**config.mk**
```make
export PLATFORM = sky130hd
export DESIGN_NAME = counter_seq_ctrl
export DESIGN_NICKNAME = d
export VERILOG_FILES = /design/src/rtl/counter_seq_ctrl.sv
export SDC_FILE = /design/constraint.sdc
export NUM_CORES = 1
export LEC_CHECK = 0
export ABC_AREA = 0
export CORE_UTILIZATION = 46
export DETAILED_ROUTE_END_ITERATION = 8
export PLACE_DENSITY = 0.78
export REMOVE_ABC_BUFFERS = 1
export SKIP_CTS_REPAIR_TIMING = 1
export SKIP_LAST_GASP = 1
export SLEW_MARGIN = 10
export SYNTH_ARGS = -nofsm -noshare
export SYNTH_HDL_FRONTEND = slang
export SYNTH_SLANG_ARGS = --single-unit
export TNS_END_PERCENT = 20
```
**constraint.sdc**
```tcl
create_clock -name CLK -period 2.7 [get_ports CLK]
set_clock_uncertainty 0.2 [all_clocks]
set_input_delay 0.27 -clock CLK [delete_from_list [all_inputs] [get_ports CLK]]
set_output_delay 0.27 -clock CLK [all_outputs]
set_load 0.01 [all_outputs]
```
**src/rtl/counter_seq_ctrl.sv**
```systemverilog
// Purpose: sequences a 4-bit presettable counter stage (load, enable, terminal detect) as an interval timer.
// Latency: LOAD one cycle after start, done 2 + (2^CNT_W - preset) cycles after start; outputs registered.
// Backpressure: hold pauses the counter in RUN; stop aborts to IDLE on the next edge from any busy state.
//
// Ports:
//   CLK, CLR_n      clock, asynchronous active-low reset
//   start, stop     begin a run (IDLE only) / abort (any busy state, wins over start)
//   periodic        reload and repeat after each interval when high (sampled in DONE)
//   hold            pause counting while high (RUN only)
//   preset, Q       start value (latched on accepted start) / counter stage output
//   D, LOAD_n       parallel data and active-low load to the counter stage
//   ENP, ENT        counter enables (parallel / trickle)
//   busy, done      not-IDLE flag / one-cycle pulse per completed interval
//   pcnt            completed intervals since last start, saturating
module counter_seq_ctrl #(
  parameter int CNT_W  = 4,
  parameter int PCNT_W = 8
) (
  input  logic              CLK,
  input  logic              CLR_n,
  input  logic              start,
  input  logic              stop,
  input  logic              periodic,
  input  logic              hold,
  input  logic [CNT_W-1:0]  preset,
  input  logic [CNT_W-1:0]  Q,
  output logic [CNT_W-1:0]  D,
  output logic              LOAD_n,
  output logic              ENP,
  output logic              ENT,
  output logic              busy,
  output logic              done,
  output logic [PCNT_W-1:0] pcnt
);

  typedef enum logic [1:0] {
    IDLE = 2'd0,
    LOAD = 2'd1,
    RUN  = 2'd2,
    DONE = 2'd3
  } state_t;

  state_t           state;
  state_t           state_nxt;
  logic [CNT_W-1:0] preset_q;
  logic             ent_q;
  logic             terminal;

  // Terminal only when the counter will actually wrap on this edge, i.e. not paused.
  assign terminal = (Q == {CNT_W{1'b1}}) && !hold;

  always_comb begin
    state_nxt = state;
    case (state)
      IDLE: if (start && !stop) state_nxt = LOAD;
      LOAD: state_nxt = stop ? IDLE : RUN;
      RUN: begin
        if (stop)          state_nxt = IDLE;
        else if (terminal) state_nxt = DONE;
      end
      DONE: state_nxt = (periodic && !stop) ? LOAD : IDLE;
      default: state_nxt = IDLE;
    endcase
  end

  // State and all control outputs are registered, decoded from the next state.
  always_ff @(posedge CLK or negedge CLR_n) begin
    if (!CLR_n) begin
      state    <= IDLE;
      preset_q <= '0;
      LOAD_n   <= 1'b1;
      ent_q    <= 1'b0;
      busy     <= 1'b0;
      done     <= 1'b0;
      pcnt     <= '0;
    end else begin
      state  <= state_nxt;
      LOAD_n <= (state_nxt != LOAD);
      ent_q  <= (state_nxt == RUN);
      busy   <= (state_nxt != IDLE);
      done   <= (state_nxt == DONE);
      if (state == IDLE && state_nxt == LOAD) begin
        preset_q <= preset;
        pcnt     <= '0;
      end else if (state_nxt == DONE && pcnt != {PCNT_W{1'b1}}) begin
        // DONE is only ever entered from RUN, so this fires once per interval.
        pcnt <= pcnt + 1'b1;
      end
    end
  end

  assign D   = preset_q;
  assign ENT = ent_q;
  // ENP follows hold within the same cycle so the counter pauses on exactly
  // the edges where the FSM also withholds the terminal decision.
  assign ENP = ent_q & ~hold;

endmodule

```
After elaboration in Yosys (flattened, before gate mapping)
Cells that the tools add are included.
- bits in registers: 18
- input port bits: 14
- logic and storage cells: 37
- add/sub/neg operators: 1
- eq/ne operators: 9
- mux-type cells: 8
- bitwise gates (word level): 2
- reductions and logical operators: 10
- operators by type and width (kind ; count):
    8-bit two-way mux ; 2
    8-bit by 1-bit adder with 8-bit output (second input constant) ; 1
    2-bit equality test (second input constant) ; 4
    2-bit two-way mux ; 4
    8-bit inequality test (second input constant) ; 1
    2-bit case mux with 4 select lines ; 1
    1-bit logical AND ; 5
    2-bit by 1-bit equality test with 1-bit output (second input constant) ; 2
    4-bit equality test (second input constant) ; 1
    2-bit nonzero test ; 2
    1-bit zero test ; 2
    2-bit zero test ; 1
    2-bit by 1-bit inequality test with 1-bit output (second input constant) ; 1
    1-bit bitwise AND ; 1
    1-bit two-way mux ; 1
    1-bit inverter ; 1

Depth between registers and ports, before layout
Gate-level depths: netlist (run 1).
- depth after elaboration: 9
- gate-level depth with buffers: 6
- depth with buffers taken out: 5

Worst setup path after synthesis (run 1)
OpenSTA, ideal clock, no wires.
- kind: reg-to-reg
- from: register state[1]
- to: register preset_q[2] (netlist: D[2])
- setup time: 125 ps
- data arrival time: 1498 ps
- path slack: 877 ps
- stages on the path, launching flop included: 4
- buffers on the path: 1
- cell sequence: dfrtp_1 > nor4b_1 > buf_4 > mux2_2
- longest elaborated chain between the ends: 5
- elaborated cells on any way between the ends: 10
- RTL lines (element ; RTL line ; text):
    start, declared ; 43 ; state_t state;
    start signal, assigned ; 77 ; state <= state_nxt;
    2-bit two-way mux ; 59 ; else if (terminal) state_nxt = DONE;
    2-bit two-way mux ; 58 ; if (stop) state_nxt = IDLE;
    2-bit case mux with 4 select lines ; 54 ; case (state)
    2-bit by 1-bit equality test with 1-bit output ; 82 ; if (state == IDLE && state_nxt == LOAD) begin
    1-bit logical AND (*) ; 82 ;
    end signal, assigned ; 83 ; preset_q <= preset;
    end, declared ; 45 ; logic [CNT_W-1:0] preset_q;
Every way passes the cells marked *; elsewhere a longest branch is shown, timed or not.
A chain may end at the register's enable or synchronous reset.

Worst setup path in the final report (run 1)
- from: register state[0]
- to: register pcnt[7]
- longest elaborated chain between the ends: 6
- elaborated cells on any way between the ends: 14
- RTL lines (element ; RTL line ; text):
    2-bit two-way mux ; 59 ;
    2-bit two-way mux ; 58 ;
    2-bit case mux with 4 select lines ; 54 ;
    2-bit by 1-bit equality test with 1-bit output or 2-bit equality test (tied branches) ; 82, 85 ;
    1-bit logical AND (on tied branches) ; 82, 85 ;
    8-bit two-way mux or 2-bit nonzero test (tied branches) ; n/a ;
    end signal, assigned ; 87 ; pcnt <= pcnt + 1'b1;
    end, declared ; 33 ; output logic [PCNT_W-1:0] pcnt
Several ways; a longest one is shown, not always the timed one.

==> flow_results.xml, run 1 <==
<?xml version="1.0" encoding="UTF-8"?>
<metrics>
  <group name="timing">
    <metric name="finalMaxSlewViolations" unit="">0</metric>
    <metric name="timing.hold.ws" unit="ns">0.2268</metric>
    <metric name="min_period" unit="ns">2.009</metric>
    <metric name="setup-violations-final" unit="">0</metric>
    <metric name="final.period_utilization" unit="%">74.40</metric>
    <metric name="hold_viol" unit="">0</metric>
    <metric name="final.setup.tns" unit="ns">0</metric>
    <metric name="relSlewSlack" unit="%">47.20</metric>
    <metric name="max_freq" unit="MHz">497.8</metric>
    <metric name="postLayoutSetupSlackWorst" unit="ns">0.6911</metric>
    <metric name="unrepaired_setup_endpoints_after_global_routing" unit="">false</metric>
    <metric name="worst_slew_pin_slew" unit="ns">0.7895</metric>
  </group>
  <group name="pwr">
    <metric name="power.share.sequential" unit="%">51.9</metric>
    <metric name="power_switching_share" unit="%">24.30</metric>
    <metric name="comb_power_share" unit="%">20.3</metric>
    <metric name="irDropWorstVdd" unit="V">0.0003545</metric>
    <metric name="power_per_cell_area" unit="nW/um^2">485.0</metric>
    <metric name="power_leakage" unit="nW">0.4860</metric>
    <metric name="power.clock.fraction" unit="%">27.9</metric>
    <metric name="total_power" unit="uW">592.9</metric>
    <metric name="p_int" unit="uW">448.8</metric>
    <metric name="total_switching_power" unit="uW">144.1</metric>
  </group>
  <group name="placed_design">
    <metric name="placed_cells" unit="">131</metric>
    <metric name="gp_routability_congestion" unit="">0.8088</metric>
    <metric name="dp_worst_setup_slack" unit="ns">0.4815</metric>
    <metric name="portBuffers" unit="">30</metric>
    <metric name="placed_area" unit="um^2">1186</metric>
    <metric name="detailedPlacementHpwl" unit="um">1404</metric>
  </group>
  <group name="cts">
    <metric name="cts.htree.levels" unit="">1</metric>
    <metric name="cts.sink_count" unit="">18</metric>
    <metric name="path_clk_slew" unit="ns">0.11</metric>
    <metric name="ctsLongestPathBuffers" unit="">2</metric>
    <metric name="clk_root_buffer_cell" unit="">sky130_fd_sc_hd__clkbuf_4</metric>
    <metric name="worst_skew_pair.late_latency" unit="ns">0.29</metric>
    <metric name="cts_tree" unit="">built</metric>
    <metric name="cts_inserted_buffers" unit="">3</metric>
  </group>
  <group name="worst_setup_path">
    <metric name="cp.required" unit="ns">2.72</metric>
    <metric name="critical_path.endpoint_type" unit="">register</metric>
    <metric name="cp-startpoint" unit="">state[0]</metric>
    <metric name="worst-r2r-cell-count" unit="">4</metric>
    <metric name="rr_endpoint" unit="">pcnt[7]</metric>
    <metric name="r2r-start" unit="">state[0]</metric>
    <metric name="start_kind" unit="">register</metric>
    <metric name="path_class" unit="">register to register</metric>
    <metric name="critPathArrivalTime" unit="ns">2.02</metric>
    <metric name="r2r_setup_slack" unit="ns">0.69</metric>
    <metric name="crit_fanout" unit="">16</metric>
    <metric name="crit_end" unit="">pcnt[7]</metric>
  </group>
  <group name="synthesis">
    <metric name="postSynthCellCount" unit="">77</metric>
    <metric name="synth_enable_flop_cells" unit="">0</metric>
    <metric name="synth.top_cells.by_area" unit="">sky130_fd_sc_hd__dfrtp_1 49%, sky130_fd_sc_hd__mux2_2 5.2%, sky130_fd_sc_hd__a21oi_1 4.6%</metric>
    <metric name="post_synth.cell_area_avg" unit="um^2">11.20</metric>
    <metric name="synth_area" unit="um^2">862.1</metric>
    <metric name="synth_largest_type_area_fraction" unit="%">49.35</metric>
    <metric name="ys.warnings.count" unit="">0</metric>
    <metric name="yosysTopAreaCell" unit="">sky130_fd_sc_hd__dfrtp_1</metric>
    <metric name="async_reset_ff_share" unit="%">100.0</metric>
    <metric name="post_synthesis_register_bit_count" unit="">18</metric>
    <metric name="seq_area_frac_synth" unit="%">52.39</metric>
    <metric name="synth_cell_types" unit="">29</metric>
    <metric name="synthFlopType" unit="">sky130_fd_sc_hd__dfrtp_1</metric>
  </group>
  <group name="layout">
    <metric name="filler_instances" unit="">140</metric>
    <metric name="area.growth.synth_to_final" unit="%">41.80</metric>
    <metric name="final_core_util" unit="%">70.04</metric>
    <metric name="drive_above_1_share" unit="%">14.55</metric>
    <metric name="final_area" unit="um^2">1222</metric>
    <metric name="finalNonFillerCells" unit="">135</metric>
    <metric name="finalNetCount" unit="">126</metric>
    <metric name="num_antenna_cells" unit="">0</metric>
  </group>
  <group name="die">
    <metric name="num_io_pins" unit="">31</metric>
    <metric name="dieArea" unit="um^2">2051</metric>
    <metric name="die_h" unit="um">45.29</metric>
    <metric name="core_region_area" unit="um^2">1745</metric>
    <metric name="rows" unit="">15</metric>
    <metric name="chipWidth" unit="um">45.29</metric>
    <metric name="initial_core_utilization" unit="%">49.39</metric>
  </group>
  <group name="global_route">
    <metric name="grt_pass1_wl" unit="um">3118</metric>
    <metric name="grt_pass1_vias" unit="">725</metric>
    <metric name="overflow" unit="">0</metric>
    <metric name="maximum_number_of_pins_on_one_net_before_global_route_repair" unit="">19</metric>
    <metric name="groute.usage.overall" unit="%">21.46</metric>
    <metric name="initial_antenna_violation_count" unit="">0</metric>
  </group>
  <group name="route">
    <metric name="initial_drc_count" unit="">10</metric>
    <metric name="avgRoutedWirePerCell" unit="um">14.08</metric>
    <metric name="dr_total_vias" unit="">747</metric>
    <metric name="wirelength_routed" unit="um">1901</metric>
    <metric name="post_drt_via_cell_ratio" unit="">5.533</metric>
    <metric name="drt.antenna.violating_nets" unit="">0</metric>
    <metric name="firstDrtPassIters" unit="">4</metric>
    <metric name="drc" unit="">0</metric>
  </group>
  <group name="job">
    <metric name="max-cap-violations" unit="">0</metric>
  </group>
  <group name="hold_path">
    <metric name="worstHoldPathType" unit="">primary input to asynchronous set/reset pin</metric>
  </group>
  <group name="outcome">
    <metric name="run_status" unit="">completed</metric>
  </group>
</metrics>
Yosys cell counts, types with 2 or more instances:
cell / instances
sky130_fd_sc_hd__o41ai_1: 2
sky130_fd_sc_hd__or2_2: 2
sky130_fd_sc_hd__a31oi_1: 2
sky130_fd_sc_hd__nor2_1: 3
sky130_fd_sc_hd__or4_1: 5
sky130_fd_sc_hd__a21oi_1: 8
sky130_fd_sc_hd__inv_1: 4
sky130_fd_sc_hd__nand3_1: 4
sky130_fd_sc_hd__o31ai_1: 4
sky130_fd_sc_hd__dfrtp_1: 17
sky130_fd_sc_hd__mux2_2: 4
sky130_fd_sc_hd__nand2_1: 4
sky130_fd_sc_hd__o21ai_0: 2
power by group through the flow:
stage	clock network (mW)	registers, mW	logic, mW
finish	0.165	0.307	0.120
global route	0.176	0.311	0.128
CTS	0.171	0.308	0.121
detailed placement	0	0.313	0.120
global placement	0	0.312	0.117
floorplan	0	0.321	0.0333
sequential cells by signal (all words and copies together), names as in the netlist:
name    cells
LOAD_n      1
D           4
done        1
pcnt        8
ENT         1
busy        1
state       2
area by class of cell:
type	instances	area [um^2]	area share (%)
multi-input cells	53	380.4	31.12
well taps	25	31.28	2.559
repair buffers	31	307.8	25.18
flip-flops and latches	18	451.7	36.95
inverters	4	15.01	1.228
clock buffers	4	36.28	2.968
routing by layer:
| metal | vias up | wire [um] | part of all wire, % | global-route usage, % |
|---|---|---|---|---|
| met5 | - | 0 | 0 | 0 |
| met2 | 24 | 976 | 51 | 36.81 |
| met3 | 4 | 76 | 4.0 | 3.200 |
| li1 | 358 | - | - | - |
| met4 | 0 | 18 | 0.95 | 9.091 |
| met1 | 361 | 829 | 44 | 26.72 |
cells in the final DEF (no fill, tap or decap):
cell,n
sky130_fd_sc_hd__ha_1,1
sky130_fd_sc_hd__o41ai_1,2
sky130_fd_sc_hd__nand4_4,1
sky130_fd_sc_hd__inv_1,4
sky130_fd_sc_hd__nor2b_1,1
sky130_fd_sc_hd__nand4b_1,1
sky130_fd_sc_hd__xnor2_1,1
sky130_fd_sc_hd__nor3b_1,1
sky130_fd_sc_hd__o21ai_0,2
sky130_fd_sc_hd__o311ai_0,1
sky130_fd_sc_hd__nor4b_2,1
sky130_fd_sc_hd__or2_2,2
sky130_fd_sc_hd__or3_2,1
sky130_fd_sc_hd__clkdlybuf4s50_1,30
sky130_fd_sc_hd__buf_4,1
sky130_fd_sc_hd__nand4_1,1
sky130_fd_sc_hd__clkbuf_4,3
sky130_fd_sc_hd__o31ai_1,4
sky130_fd_sc_hd__nor2_1,3
sky130_fd_sc_hd__clkbuf_8,1
sky130_fd_sc_hd__a21oi_1,8
sky130_fd_sc_hd__dfstp_2,1
sky130_fd_sc_hd__and2_1,1
sky130_fd_sc_hd__dfrtp_1,17
sky130_fd_sc_hd__nand2_1,4
sky130_fd_sc_hd__a31oi_1,2
sky130_fd_sc_hd__and4b_2,1
sky130_fd_sc_hd__and4_1,1
sky130_fd_sc_hd__or4_1,5
sky130_fd_sc_hd__mux2_2,4
sky130_fd_sc_hd__nand3_1,4
how the worst min path moves through the flow:
stage                   end  slack, ns  cells past startpoint
floorplan              D[0]      -0.23                      0
global placement       D[1]       0.29                      1
detailed placement     D[0]       0.30                      1
CTS                 pcnt[0]       0.25                      1
global route        pcnt[0]       0.31                      1
finish              pcnt[0]       0.23                      1
worst max-delay path: stages, from the launching register on:
cell                      delay, ns
sky130_fd_sc_hd__dfrtp_1       0.45
sky130_fd_sc_hd__and4b_2       0.35
sky130_fd_sc_hd__nand4_4       0.21
sky130_fd_sc_hd__or4_1         0.55
sky130_fd_sc_hd__a21oi_1       0.17
logic make-up (layout without fill, tap and decap cells):
group	Yosys count	after routing	share of synthesized area, %
AOI/OAI and AO/OA	19	19	13.79
xor gates and xnor gates	1	1	1.016
and+or+nand+nor	28	28	21.92
DFF	18	18	52.40
muxes	4	4	5.225
buffers and inverters	6	39	4.208
adders and majority gates	1	1	1.451
Note: power is estimated with default switching activity, not from simulation.
==> inputs of run 2 (changes only) <==
Settings changed: CORE_UTILIZATION 46 to 39, PLACE_DENSITY 0.78 to 0.7.
Clock period 2.7 ns to 1.78 ns, I/O delays scaled along.
==> run 2 against run 1 <==
Compared with the run above:
- the run now ends with negative setup slack left
- sequential power rose by 52%
- combinational power up 63%
- final cell count rose by 16%
- maximum frequency rose by 8.6%
- routed wire length increased by 7.2%
- non-clock buffer count grew 18
- clock power rose by 27%
- sequential share of layout area shrank 4.6 points
- critical path type unchanged
- largest power group unchanged
==> flow_results.xml, run 2 (synthesized netlist as in run 1, its figures left out) <==
<?xml version="1.0" encoding="UTF-8"?>
<metrics>
  <group name="cts">
    <metric name="cts_tree" unit="">built</metric>
    <metric name="cts_inserted_buffers" unit="">3</metric>
    <metric name="clk_root_buffer_cell" unit="">sky130_fd_sc_hd__clkbuf_4</metric>
    <metric name="ctsLongestPathBuffers" unit="">2</metric>
    <metric name="worst_skew_pair.late_latency" unit="ns">0.29</metric>
    <metric name="cts.sink_count" unit="">18</metric>
    <metric name="path_clk_slew" unit="ns">0.10</metric>
    <metric name="cts.htree.levels" unit="">1</metric>
  </group>
  <group name="timing">
    <metric name="setup-violations-final" unit="">6</metric>
    <metric name="final.period_utilization" unit="%">103.9</metric>
    <metric name="postLayoutSetupSlackWorst" unit="ns">-0.07019</metric>
    <metric name="worst_slew_pin_slew" unit="ns">0.5387</metric>
    <metric name="final.setup.tns" unit="ns">-0.1928</metric>
    <metric name="timing.hold.ws" unit="ns">0.008399</metric>
    <metric name="max_freq" unit="MHz">540.5</metric>
    <metric name="finalMaxSlewViolations" unit="">0</metric>
    <metric name="hold_viol" unit="">0</metric>
    <metric name="min_period" unit="ns">1.850</metric>
    <metric name="relSlewSlack" unit="%">63.95</metric>
    <metric name="unrepaired_setup_endpoints_after_global_routing" unit="">true</metric>
  </group>
  <group name="layout">
    <metric name="multi_input_comb_area" unit="um^2">422.9</metric>
    <metric name="largest_register" unit="">pcnt</metric>
    <metric name="final_area" unit="um^2">1396</metric>
    <metric name="drive_above_1_share" unit="%">33.33</metric>
    <metric name="sequential_cell_area" unit="um^2">451.7</metric>
    <metric name="area.growth.synth_to_final" unit="%">61.97</metric>
    <metric name="layout_commonest_cell" unit="">sky130_fd_sc_hd__clkdlybuf4s50_1</metric>
    <metric name="finalNetCount" unit="">145</metric>
    <metric name="finalNonFillerCells" unit="">156</metric>
    <metric name="filler_instances" unit="">156</metric>
    <metric name="largest_register_ffs" unit="">8</metric>
    <metric name="most_frequent_cells_in_the_layout" unit="">30 x sky130_fd_sc_hd__clkdlybuf4s50_1, 18 x sky130_fd_sc_hd__buf_4, 17 x sky130_fd_sc_hd__dfrtp_1</metric>
    <metric name="num_antenna_cells" unit="">0</metric>
  </group>
  <group name="worst_setup_path">
    <metric name="critPathArrivalTime" unit="ns">1.88</metric>
    <metric name="timing.critical_path.slowest_stage_cell" unit="">sky130_fd_sc_hd__or4_4</metric>
    <metric name="path_class" unit="">register to register</metric>
    <metric name="cp.required" unit="ns">1.81</metric>
    <metric name="cp_top_family" unit="">simple AND/OR/NAND/NOR gates</metric>
    <metric name="crit_fanout" unit="">7</metric>
    <metric name="rr_endpoint" unit="">pcnt[5]</metric>
    <metric name="critical_path.endpoint_type" unit="">register</metric>
    <metric name="r2r_setup_slack" unit="ns">-0.07</metric>
    <metric name="worst-r2r-cell-count" unit="">4</metric>
    <metric name="crit_path_max_incr_delay" unit="ns">0.55</metric>
    <metric name="crit_path_cells" unit="">and4b_2 -&gt; nand4_4 -&gt; or4_4 -&gt; a21oi_2</metric>
    <metric name="r2r-start" unit="">state[0]</metric>
    <metric name="start_kind" unit="">register</metric>
    <metric name="critical_path_buf_inv_count" unit="">0</metric>
    <metric name="worstSetupPathDepth" unit="">4</metric>
  </group>
  <group name="die">
    <metric name="die_h" unit="um">49.02</metric>
    <metric name="chipWidth" unit="um">49.02</metric>
    <metric name="initial_core_utilization" unit="%">42.64</metric>
    <metric name="rows" unit="">16</metric>
    <metric name="dieArea" unit="um^2">2402</metric>
    <metric name="num_io_pins" unit="">31</metric>
    <metric name="core_region_area" unit="um^2">2022</metric>
  </group>
  <group name="global_route">
    <metric name="initial_antenna_violation_count" unit="">0</metric>
    <metric name="maximum_number_of_pins_on_one_net_before_global_route_repair" unit="">19</metric>
    <metric name="grt_pass1_wl" unit="um">3401</metric>
    <metric name="overflow" unit="">0</metric>
    <metric name="groute.usage.overall" unit="%">18.20</metric>
    <metric name="grt_pass1_vias" unit="">795</metric>
  </group>
  <group name="route">
    <metric name="dr_total_vias" unit="">825</metric>
    <metric name="post_drt_via_cell_ratio" unit="">5.288</metric>
    <metric name="initial_drc_count" unit="">24</metric>
    <metric name="firstDrtPassIters" unit="">4</metric>
    <metric name="wirelength_routed" unit="um">2037</metric>
    <metric name="drc" unit="">0</metric>
    <metric name="avgRoutedWirePerCell" unit="um">13.06</metric>
    <metric name="drt.antenna.violating_nets" unit="">0</metric>
  </group>
  <group name="outcome">
    <metric name="run_status" unit="">complete, but fails checks</metric>
    <metric name="violations" unit="">negative setup slack</metric>
  </group>
  <group name="placed_design">
    <metric name="detailedPlacementHpwl" unit="um">1478</metric>
    <metric name="placed_area" unit="um^2">1316</metric>
    <metric name="gp_routability_congestion" unit="">0.8676</metric>
    <metric name="portBuffers" unit="">30</metric>
    <metric name="placed_cells" unit="">150</metric>
  </group>
  <group name="pwr">
    <metric name="power_per_cell_area" unit="nW/um^2">625.0</metric>
    <metric name="power_leakage" unit="nW">0.5847</metric>
    <metric name="irDropWorstVdd" unit="V">0.0004316</metric>
    <metric name="total_power" unit="uW">872.8</metric>
  </group>
  <group name="hold_path">
    <metric name="worstHoldPathType" unit="">primary input to asynchronous set/reset pin</metric>
  </group>
  <group name="job">
    <metric name="max-cap-violations" unit="">0</metric>
  </group>
</metrics>
run 2: cell types whose count changed in the layout (fill, tap and decap cells not counted), moves of 3 or more:
cell                      change
sky130_fd_sc_hd__or4_1        -3
sky130_fd_sc_hd__a21oi_1      -3
sky130_fd_sc_hd__or4_4        +3
sky130_fd_sc_hd__buf_4       +17
sky130_fd_sc_hd__a21oi_2      +3
run 2: how the worst max path moves through the flow:
stage               to      from
4_1_cts        pcnt[6]  state[0]
2_1_floorplan     D[0]  state[1]
3_3_place_gp   pcnt[6]      Q[3]
6_report       pcnt[5]  state[0]
3_5_place_dp   pcnt[2]      Q[3]
5_1_grt        pcnt[5]  state[0]
run 2: power breakdown:
| group | internal (mW) | leakage [nW] | switching [mW] |
|---|---|---|---|
| logic | 0.123 | 0.333 | 0.0728 |
| registers | 0.444 | 0.236 | 0.0235 |
| clock network | 0.0870 | 0.0150 | 0.122 |
| total | 0.655 | 0.585 | 0.218 |
run 2: layout make-up:
cell class | instances | share of cell area (%)
clock buffers | 4 | 1.882
inverters | 4 | 1.075
multi-input cells | 54 | 30.29
flip-flops and latches | 18 | 32.35
well taps | 27 | 2.419
repair buffers | 49 | 31.99
run 2: per-layer routing:
layer / wire length, um / vias to the layer above / track usage (%)
li1: - / 401 / -
met1: 922 / 392 / 23.95
met2: 1007 / 28 / 31.02
met3: 90 / 4 / 1.869
met4: 17 / 0 / 6.373
met5: 0 / - / 0
run 2: through the flow:
| step | util (%) | setup slack [ns] |
|---|---|---|
| floorplan | - | -0.6048 |
| global placement | 65.10 | -0.2702 |
| detailed placement | 65.10 | -0.2914 |
| CTS | 66.40 | -0.09494 |
| global route | 69.06 | -0.1283 |
| finish | 69.06 | -0.07019 |
==> inputs of run 3 (changes only) <==
Settings changed: SLEW_MARGIN 10 to 20.
==> results of run 3 <==
Final layout, timing and power as in run 2 (identical DEF).
